==> config.mk <==
export PLATFORM = sky130hd
export DESIGN_NAME = datapath_mc
export DESIGN_NICKNAME = d
export VERILOG_FILES = /design/src/rtl/datapath_mc_pkg.sv /design/src/rtl/alu_iter.sv /design/src/rtl/datapath_mc.sv
export SDC_FILE = /design/constraint.sdc
export NUM_CORES = 1
export LEC_CHECK = 0
export ABC_AREA = 0
export BUFFER_PORTS_ARGS = -buffer_cell sky130_fd_sc_hd__buf_2
export CAP_MARGIN = 30
export CORE_AREA = 5 5 195 197
export CTS_BUF_LIST = sky130_fd_sc_hd__clkbuf_8
export DETAILED_ROUTE_END_ITERATION = 10
export DIE_AREA = 0 0 200 202
export PLACE_DENSITY = 0.7
export SYNTH_ARGS = -nofsm -noshare
export SYNTH_HDL_FRONTEND = slang
export SYNTH_SLANG_ARGS = --single-unit
==> constraint.sdc <==
create_clock -name clock -period 32.1 [get_ports clock]
set_clock_uncertainty 0.2 [all_clocks]
set_input_delay 6.42 -clock clock [delete_from_list [all_inputs] [get_ports clock]]
set_output_delay 6.42 -clock clock [all_outputs]
set_load 0.03 [all_outputs]
==> src/rtl/datapath_mc_pkg.sv <==
// Shared types for the multi-cycle datapath: ALU operation codes, FSM
// states and a small decode helper used by the top level.
package datapath_mc_pkg;

  localparam int ALUF_W = 4;

  typedef enum logic [ALUF_W-1:0] {
    OP_ADD  = 4'b0000,
    OP_SUB  = 4'b0001,
    OP_AND  = 4'b0010,
    OP_OR   = 4'b0011,
    OP_XOR  = 4'b0100,
    OP_SRL  = 4'b0101,
    OP_SLL  = 4'b0110,
    OP_SRA  = 4'b0111,
    OP_SLT  = 4'b1000,
    OP_SLTU = 4'b1001,
    OP_MUL  = 4'b1010
  } alu_op_e;

  typedef enum logic {
    IDLE = 1'b0,
    RUN  = 1'b1
  } state_e;

  // True for the three shift operations (iterative when shamt > 0).
  function automatic logic is_shift(input alu_op_e op);
    return (op == OP_SRL) || (op == OP_SLL) || (op == OP_SRA);
  endfunction

endpackage

==> src/rtl/alu_iter.sv <==
// Iterative ALU engine: holds latched operands, destination and step
// counter; advances one shift bit or one shift-add multiply step per cycle.
// res_o is the value produced by the step taken this cycle, so on the step
// where last_o is high it is the final result to write back.
module alu_iter
  import datapath_mc_pkg::*;
#(
  parameter int NBITS = 8,
  parameter int RW    = 5,
  parameter int CW    = 4
) (
  input  logic             clk,
  input  logic             rst,
  input  logic             load_i,
  input  logic             step_i,
  input  alu_op_e          op_i,
  input  logic [NBITS-1:0] a_i,
  input  logic [NBITS-1:0] b_i,
  input  logic [CW-1:0]    cnt_i,
  input  logic [RW-1:0]    rd_i,
  input  logic             we_i,
  output logic [NBITS-1:0] res_o,
  output logic             last_o,
  output logic [RW-1:0]    rd_o,
  output logic             we_o
);

  // mcand_q is the shifted operand for shifts and the multiplicand for MUL.
  logic [NBITS-1:0] mcand_q;
  logic [NBITS-1:0] mplier_q;
  logic [NBITS-1:0] acc_q;
  logic [CW-1:0]    cnt_q;
  alu_op_e          op_q;
  logic [RW-1:0]    rd_q;
  logic             we_q;

  logic [NBITS-1:0] shift_d;
  logic [NBITS-1:0] addend;

  // One-bit shift of the working operand; MUL shifts its multiplicand left.
  always_comb begin
    shift_d = {mcand_q[NBITS-2:0], 1'b0};
    case (op_q)
      OP_SRL:  shift_d = {1'b0, mcand_q[NBITS-1:1]};
      OP_SRA:  shift_d = {mcand_q[NBITS-1], mcand_q[NBITS-1:1]};
      default: shift_d = {mcand_q[NBITS-2:0], 1'b0};
    endcase
  end

  assign addend = mplier_q[0] ? mcand_q : '0;
  assign res_o  = (op_q == OP_MUL) ? (acc_q + addend) : shift_d;
  assign last_o = (cnt_q == CW'(1));
  assign rd_o   = rd_q;
  assign we_o   = we_q;

  // Operand latch on load, one iteration per step.
  always_ff @(posedge clk or posedge rst) begin
    if (rst) begin
      mcand_q  <= '0;
      mplier_q <= '0;
      acc_q    <= '0;
      cnt_q    <= '0;
      op_q     <= OP_ADD;
      rd_q     <= '0;
      we_q     <= 1'b0;
    end else if (load_i) begin
      mcand_q  <= a_i;
      mplier_q <= b_i;
      acc_q    <= '0;
      cnt_q    <= cnt_i;
      op_q     <= op_i;
      rd_q     <= rd_i;
      we_q     <= we_i;
    end else if (step_i) begin
      cnt_q   <= cnt_q - CW'(1);
      mcand_q <= shift_d;
      if (op_q == OP_MUL) begin
        acc_q    <= acc_q + addend;
        mplier_q <= {1'b0, mplier_q[NBITS-1:1]};
      end
    end
  end

endmodule

==> src/rtl/datapath_mc.sv <==
// Multi-cycle datapath: register file, single-cycle ALU, write-back mux,
// registered flags and the IDLE/RUN controller for iterative shifts/MUL.
// Handshake: an operation is accepted on a rising edge where Start=1 and
// Busy=0; Busy is high while an iterative op runs; Done pulses for one
// cycle after every write-back edge. Start while Busy=1 is ignored.
module datapath_mc
  import datapath_mc_pkg::*;
#(
  parameter int NBITS      = 8,
  parameter int NREGS      = 32,
  parameter int WIDTH_ALUF = ALUF_W
) (
  input  logic                     clock,
  input  logic                     reset,
  input  logic [$clog2(NREGS)-1:0] RS1,
  input  logic [$clog2(NREGS)-1:0] RS2,
  input  logic [$clog2(NREGS)-1:0] RD,
  input  logic [NBITS-1:0]         IMM,
  input  logic [WIDTH_ALUF-1:0]    ALUControl,
  input  logic                     ALUSrc,
  input  logic                     MemtoReg,
  input  logic                     RegWrite,
  input  logic                     link,
  input  logic [NBITS-1:0]         pclink,
  input  logic                     Start,
  output logic                     Busy,
  output logic                     Done,
  output logic                     Zero,
  output logic                     Neg,
  output logic                     Carry,
  output logic [NBITS-1:0]         PCReg,
  output logic [NBITS-3:0]         Address,
  output logic [NBITS-1:0]         WriteData,
  input  logic [NBITS-1:0]         ReadData,
  output state_e                   dbg_state_o
);

  localparam int RW  = $clog2(NREGS);
  localparam int SHW = $clog2(NBITS);
  localparam int CW  = SHW + 1;

  logic [NBITS-1:0] regs_q [NREGS];

  state_e state_q;
  logic   busy_q, done_q, zero_q, neg_q, carry_q;

  alu_op_e          op;
  logic [NBITS-1:0] srca, srcb;
  logic [SHW-1:0]   shamt;
  logic [NBITS:0]   sum, diff;
  logic [NBITS-1:0] sc_res;
  logic             sc_carry;
  logic             multi, accept;

  logic [NBITS-1:0] it_res;
  logic             it_last, it_we;
  logic [RW-1:0]    it_rd;

  logic             sc_fire, it_fire, wb_fire, wb_en, wb_we;
  logic [RW-1:0]    wb_rd;
  logic [NBITS-1:0] wb_val, flag_res;

  // Register reads are purely combinational; no write bypass.
  assign srca      = regs_q[RS1];
  assign WriteData = regs_q[RS2];
  assign PCReg     = srca;
  assign srcb      = ALUSrc ? IMM : regs_q[RS2];
  assign shamt     = srcb[SHW-1:0];
  assign op        = alu_op_e'(ALUControl);
  assign sum       = {1'b0, srca} + {1'b0, srcb};
  assign diff      = {1'b0, srca} - {1'b0, srcb};

  // Single-cycle ALU; shifts here only cover shamt=0 (result is SrcA).
  always_comb begin
    sc_res   = sum[NBITS-1:0];
    sc_carry = 1'b0;
    case (op)
      OP_SUB: begin
        sc_res   = diff[NBITS-1:0];
        sc_carry = ~diff[NBITS];
      end
      OP_AND:  sc_res = srca & srcb;
      OP_OR:   sc_res = srca | srcb;
      OP_XOR:  sc_res = srca ^ srcb;
      OP_SRL, OP_SLL, OP_SRA: sc_res = srca;
      OP_SLT:  sc_res = {{(NBITS-1){1'b0}}, ($signed(srca) < $signed(srcb))};
      OP_SLTU: sc_res = {{(NBITS-1){1'b0}}, (srca < srcb)};
      default: begin
        sc_res   = sum[NBITS-1:0];
        sc_carry = sum[NBITS];
      end
    endcase
  end

  assign Address = sc_res[NBITS-1:2];
  assign multi   = (is_shift(op) && (shamt != '0)) || (op == OP_MUL);
  assign accept  = (state_q == IDLE) && Start;

  alu_iter #(
    .NBITS(NBITS),
    .RW   (RW),
    .CW   (CW)
  ) u_iter (
    .clk    (clock),
    .rst    (reset),
    .load_i (accept && multi),
    .step_i (state_q == RUN),
    .op_i   (op),
    .a_i    (srca),
    .b_i    (srcb),
    .cnt_i  ((op == OP_MUL) ? CW'(NBITS) : CW'(shamt)),
    .rd_i   (RD),
    .we_i   (RegWrite),
    .res_o  (it_res),
    .last_o (it_last),
    .rd_o   (it_rd),
    .we_o   (it_we)
  );

  // Write-back selection: link and MemtoReg only affect single-cycle ops.
  always_comb begin
    sc_fire  = accept && !multi;
    it_fire  = (state_q == RUN) && it_last;
    wb_fire  = sc_fire || it_fire;
    wb_val   = it_res;
    wb_rd    = it_rd;
    wb_we    = it_we;
    flag_res = it_res;
    if (sc_fire) begin
      wb_rd    = RD;
      wb_we    = RegWrite;
      flag_res = sc_res;
      if (link)          wb_val = pclink;
      else if (MemtoReg) wb_val = ReadData;
      else               wb_val = sc_res;
    end
    wb_en = wb_fire && wb_we && (wb_rd != '0);
  end

  // Register file; x0 is never written so it always reads zero.
  always_ff @(posedge clock or posedge reset) begin
    if (reset) begin
      for (int i = 0; i < NREGS; i++) regs_q[i] <= '0;
    end else if (wb_en) begin
      regs_q[wb_rd] <= wb_val;
    end
  end

  // Controller FSM with registered Busy, Done and flags.
  always_ff @(posedge clock or posedge reset) begin
    if (reset) begin
      state_q <= IDLE;
      busy_q  <= 1'b0;
      done_q  <= 1'b0;
      zero_q  <= 1'b0;
      neg_q   <= 1'b0;
      carry_q <= 1'b0;
    end else begin
      done_q <= wb_fire;
      if (wb_fire) begin
        zero_q  <= (flag_res == '0);
        neg_q   <= flag_res[NBITS-1];
        carry_q <= sc_fire ? sc_carry : 1'b0;
      end
      case (state_q)
        IDLE: if (accept && multi) begin
          state_q <= RUN;
          busy_q  <= 1'b1;
        end
        RUN: if (it_last) begin
          state_q <= IDLE;
          busy_q  <= 1'b0;
        end
        default: begin
          state_q <= IDLE;
          busy_q  <= 1'b0;
        end
      endcase
    end
  end

  assign Busy        = busy_q;
  assign Done        = done_q;
  assign Zero        = zero_q;
  assign Neg         = neg_q;
  assign Carry       = carry_q;
  assign dbg_state_o = state_q;

endmodule

==> results.sh <==
export IMPL_drive_gt1_frac=0.361
export IMPL_maxSlewHeadroom=0.161
export IMPL_grt_pass1_vias=13933
export IMPL_leakagePower_uw=0.00937
export IMPL_cp_slowest_cell="o32ai_1"
export IMPL_track_usage=0.284
export IMPL_setup_viol=0
export IMPL_hold_path_class="reg -> reg"
export IMPL_synth_flop_cell="dfrtp_1"
export IMPL_period_share=0.563
export IMPL_hold_viol=0
export IMPL_cp_arrival_ps=11450
export IMPL_die_h_um=202
export IMPL_period_needed_ps=18070
export IMPL_cts_root_buffer="clkbuf_8"
export IMPL_cts_tree="built"
export IMPL_path_class="in -> out"
export IMPL_cts_hold_buf=0
export IMPL_post_drt_wl_per_cell_um=27.5
export IMPL_worst_pin_slew_ps=1260
export IMPL_dieArea_um2=40400
export IMPL_end_kind="output port"
export IMPL_viasPerCell=6.66
export IMPL_totalWireLength_um=57500
export IMPL_ios=78
export IMPL_std_cell_rows=70
export IMPL_tns_ps=0
export IMPL_yosysSeqAreaShare=0.397
export IMPL_p_per_area_nw_per_um2=69.3
export IMPL_drtIter0Drc=1264
export IMPL_pre_cts_ws_ps=14000
export IMPL_drcViolationCount=0
export IMPL_clock_latency_ps=670
export IMPL_cp_start_kind="input pin"
export IMPL_critPathMaxStageDelay_ps=780
export IMPL_diodes=0
export IMPL_ir_drop_mv=0.0630
export IMPL_ys_warn_count=0
export IMPL_async_reset_ff_frac=1.00
export IMPL_synth_fp_nets=1638
export IMPL_fillCellCount=2988
export IMPL_drv_slew=0
export IMPL_postSynthCellCount=1552
export IMPL_yosys_area_top_type="dfrtp_1"
export IMPL_status="complete, no violations"
export IMPL_synth_area_per_cell_um2=12.2
export IMPL_synthTopCellsByArea="dfrtp_1, mux2_2, mux4_2"
export IMPL_cts_buffers=52
export IMPL_multi_input_area_um2=10700
export IMPL_synth_edf_count=0
export IMPL_fin_nets=1677
export IMPL_initial_core_util=0.523
export IMPL_htree_num_levels=2
export IMPL_setup_ws_ps=14030
export IMPL_cts_clk_slew_worst_paths_ps=60
export IMPL_post_cts_setup_buffers=0
export IMPL_top_layer_used="met4"
export IMPL_fp_dieW_um=200
export IMPL_cts_buffer_depth=3
export IMPL_grt_setup_unrepaired="no"
export IMPL_grt_start_max_net_pins=176
export IMPL_ant_nets=0
export IMPL_path_cells="buf_2 > buf_4 > nor2b_1 > a22oi_1 > a21oi_1 > nor4_2 > mux2i_4 > inv_2 > ha_1 > inv_1 > fa_1 > nand2b_1 > a221o_1 > nor4_1 > a211o_1 > o32ai_1 > inv_1 > buf_2"
export IMPL_cp_data_required_time_ps=25480
export IMPL_route_met3_wl_um=4700
export IMPL_grt_pass1_wl_um=87100
export IMPL_cp_max_fo=44
export IMPL_antenna_found_initial=0
export IMPL_met2_length_um=26600
export IMPL_vias=13955
export IMPL_clock_sinks=300
export IMPL_cts_resized=0
export IMPL_gr_total_overflow=0
export IMPL_rrSetupSlack_ps=26660
export IMPL_gp_congestion=0.921
export IMPL_port_buffers=77
export IMPL_register_area_um2=7510
export IMPL_core_area_um2=36100
export IMPL_wl_met1_um=23100
export IMPL_hpwl_um=38800
export IMPL_area_growth_pct=10.0
export IMPL_syn_area_um2=18900
export IMPL_cap_violations=0
export IMPL_synth_seq_cells=300
export IMPL_drt_first_pass_iters=7
export IMPL_fmaxAchievable_mhz=55.3
export IMPL_synth_top_area_frac=0.397
export IMPL_ys_types=86
-- cells in the final DEF (no fill, tap or decap), types with 9 or more instances in the layout --
cell	synthesis	routed
mux4_2	106	106
mux2i_1	78	75
nor2b_1	16	15
a22oi_1	33	30
nor2_1	58	57
a21oi_1	48	46
xor2_1	9	9
nand3_1	11	11
o21ai_0	45	45
inv_1	46	63
nand2_1	106	106
clkbuf_8	0	68
buf_4	8	22
nor3_1	14	14
and2_1	12	12
o22ai_1	15	15
ha_1	33	33
nor4_1	10	9
dfrtp_1	300	300
nand2b_1	20	20
a2bb2oi_1	26	26
a211oi_4	27	27
mux2_2	222	222
a31oi_1	12	12
xnor2_1	9	9
buf_2	18	74
mux2_1	13	13
-- where the power goes --
part | leakage, uW | switching [uW] | internal, uW
Clock | 0.000621 | 165 | 198
Sequential | 0.00408 | 87.8 | 481
Combinational | 0.00466 | 288 | 222
Total | 0.00937 | 540 | 900
-- critical path, delay by kind of cell --
kind	cells	cell delay [ps]
adders and majority gates	2	610
and+or+nand+nor	4	1260
AOI/OAI and AO/OA	5	1650
muxes	1	190
buffers and inverters	6	1290
-- metrics by stage --
step / area (um2) / power [uW] / utilization / hold slack, ps / cells
floorplan: 18900 / 925 / - / 238 / 1552
global placement: 19600 / 1060 / 0.543 / 180 / 1997
detailed placement: 19600 / 1070 / 0.544 / 181 / 2001
CTS: 20700 / 1440 / 0.574 / 202 / 2092
global route: 20800 / 1520 / 0.576 / 212 / 2096
finish: 20800 / 1440 / 0.576 / 205 / 2096
-- sequential cells by signal, indices dropped and copies added, names as in the netlist --
register and flops:
Neg 1, u_iter.mcand_q 8, Carry 1, u_iter.mplier_q 8, Busy 1, dbg_state_o 1, u_iter.we_o 1, u_iter.rd_o 5
u_iter.cnt_q 4, Zero 1, u_iter.op_q 4, regs_q 256, u_iter.acc_q 8, Done 1
-- path summary, 6_finish.rpt --
| kind | startpoint | to | depth (start not counted) |
|---|---|---|---|
| hold reg to reg | regs_q[252]$_DFFE_PP0P_ | regs_q[252]$_DFFE_PP0P_ | 0 |
| min in group asynchronous | reset | Zero$_DFFE_PP0P_ | 2 |
| hold / removal | regs_q[252]$_DFFE_PP0P_ | regs_q[252]$_DFFE_PP0P_ | 0 |
| setup reg to reg | regs_q[99]$_DFFE_PP0P_ | regs_q[240]$_DFFE_PP0P_ | 13 |
| setup / recovery | RS2[0] | Address[4] | 18 |
| max in group asynchronous | reset | regs_q[55]$_DFFE_PP0P_ | 4 |
-- cell usage after synthesis, types with 26 or more instances --
| cell | number |
|---|---|
| o21ai_0 | 45 |
| a21oi_1 | 48 |
| clkbuf_1 | 73 |
| dfrtp_1 | 300 |
| mux2_2 | 222 |
| inv_1 | 46 |
| ha_1 | 33 |
| nand2_1 | 106 |
| a22oi_1 | 33 |
| a2bb2oi_1 | 26 |
| nor2_1 | 58 |
| mux2i_1 | 78 |
| mux4_2 | 106 |
| a211oi_4 | 27 |
-- layer usage --
layer	GRT usage	vias up
li1	-	5961
met1	0.382	7135
met2	0.439	694
met3	0.0637	165
met4	0.131	0
met5	0	-
-- final cells by class --
class,count,share of cell area
inverters,48,0.00903
repair buffers,105,0.0329
well taps,468,0.0282
clock inverters,23,0.00674
clock buffers,68,0.0450
flip-flops and latches,300,0.361
multi-input cells,1084,0.517
-- cells by family after synthesis --
kind of cell	count (synthesis)	share of synthesized area
compound gates	309	0.138
flops	300	0.397
mux	421	0.310
fa+ha+maj	36	0.0250
buf+inv	168	0.0386
xor+xnor	18	0.00835
simple gates	300	0.0821
No activity file was read; power rests on OpenSTA's default activity.
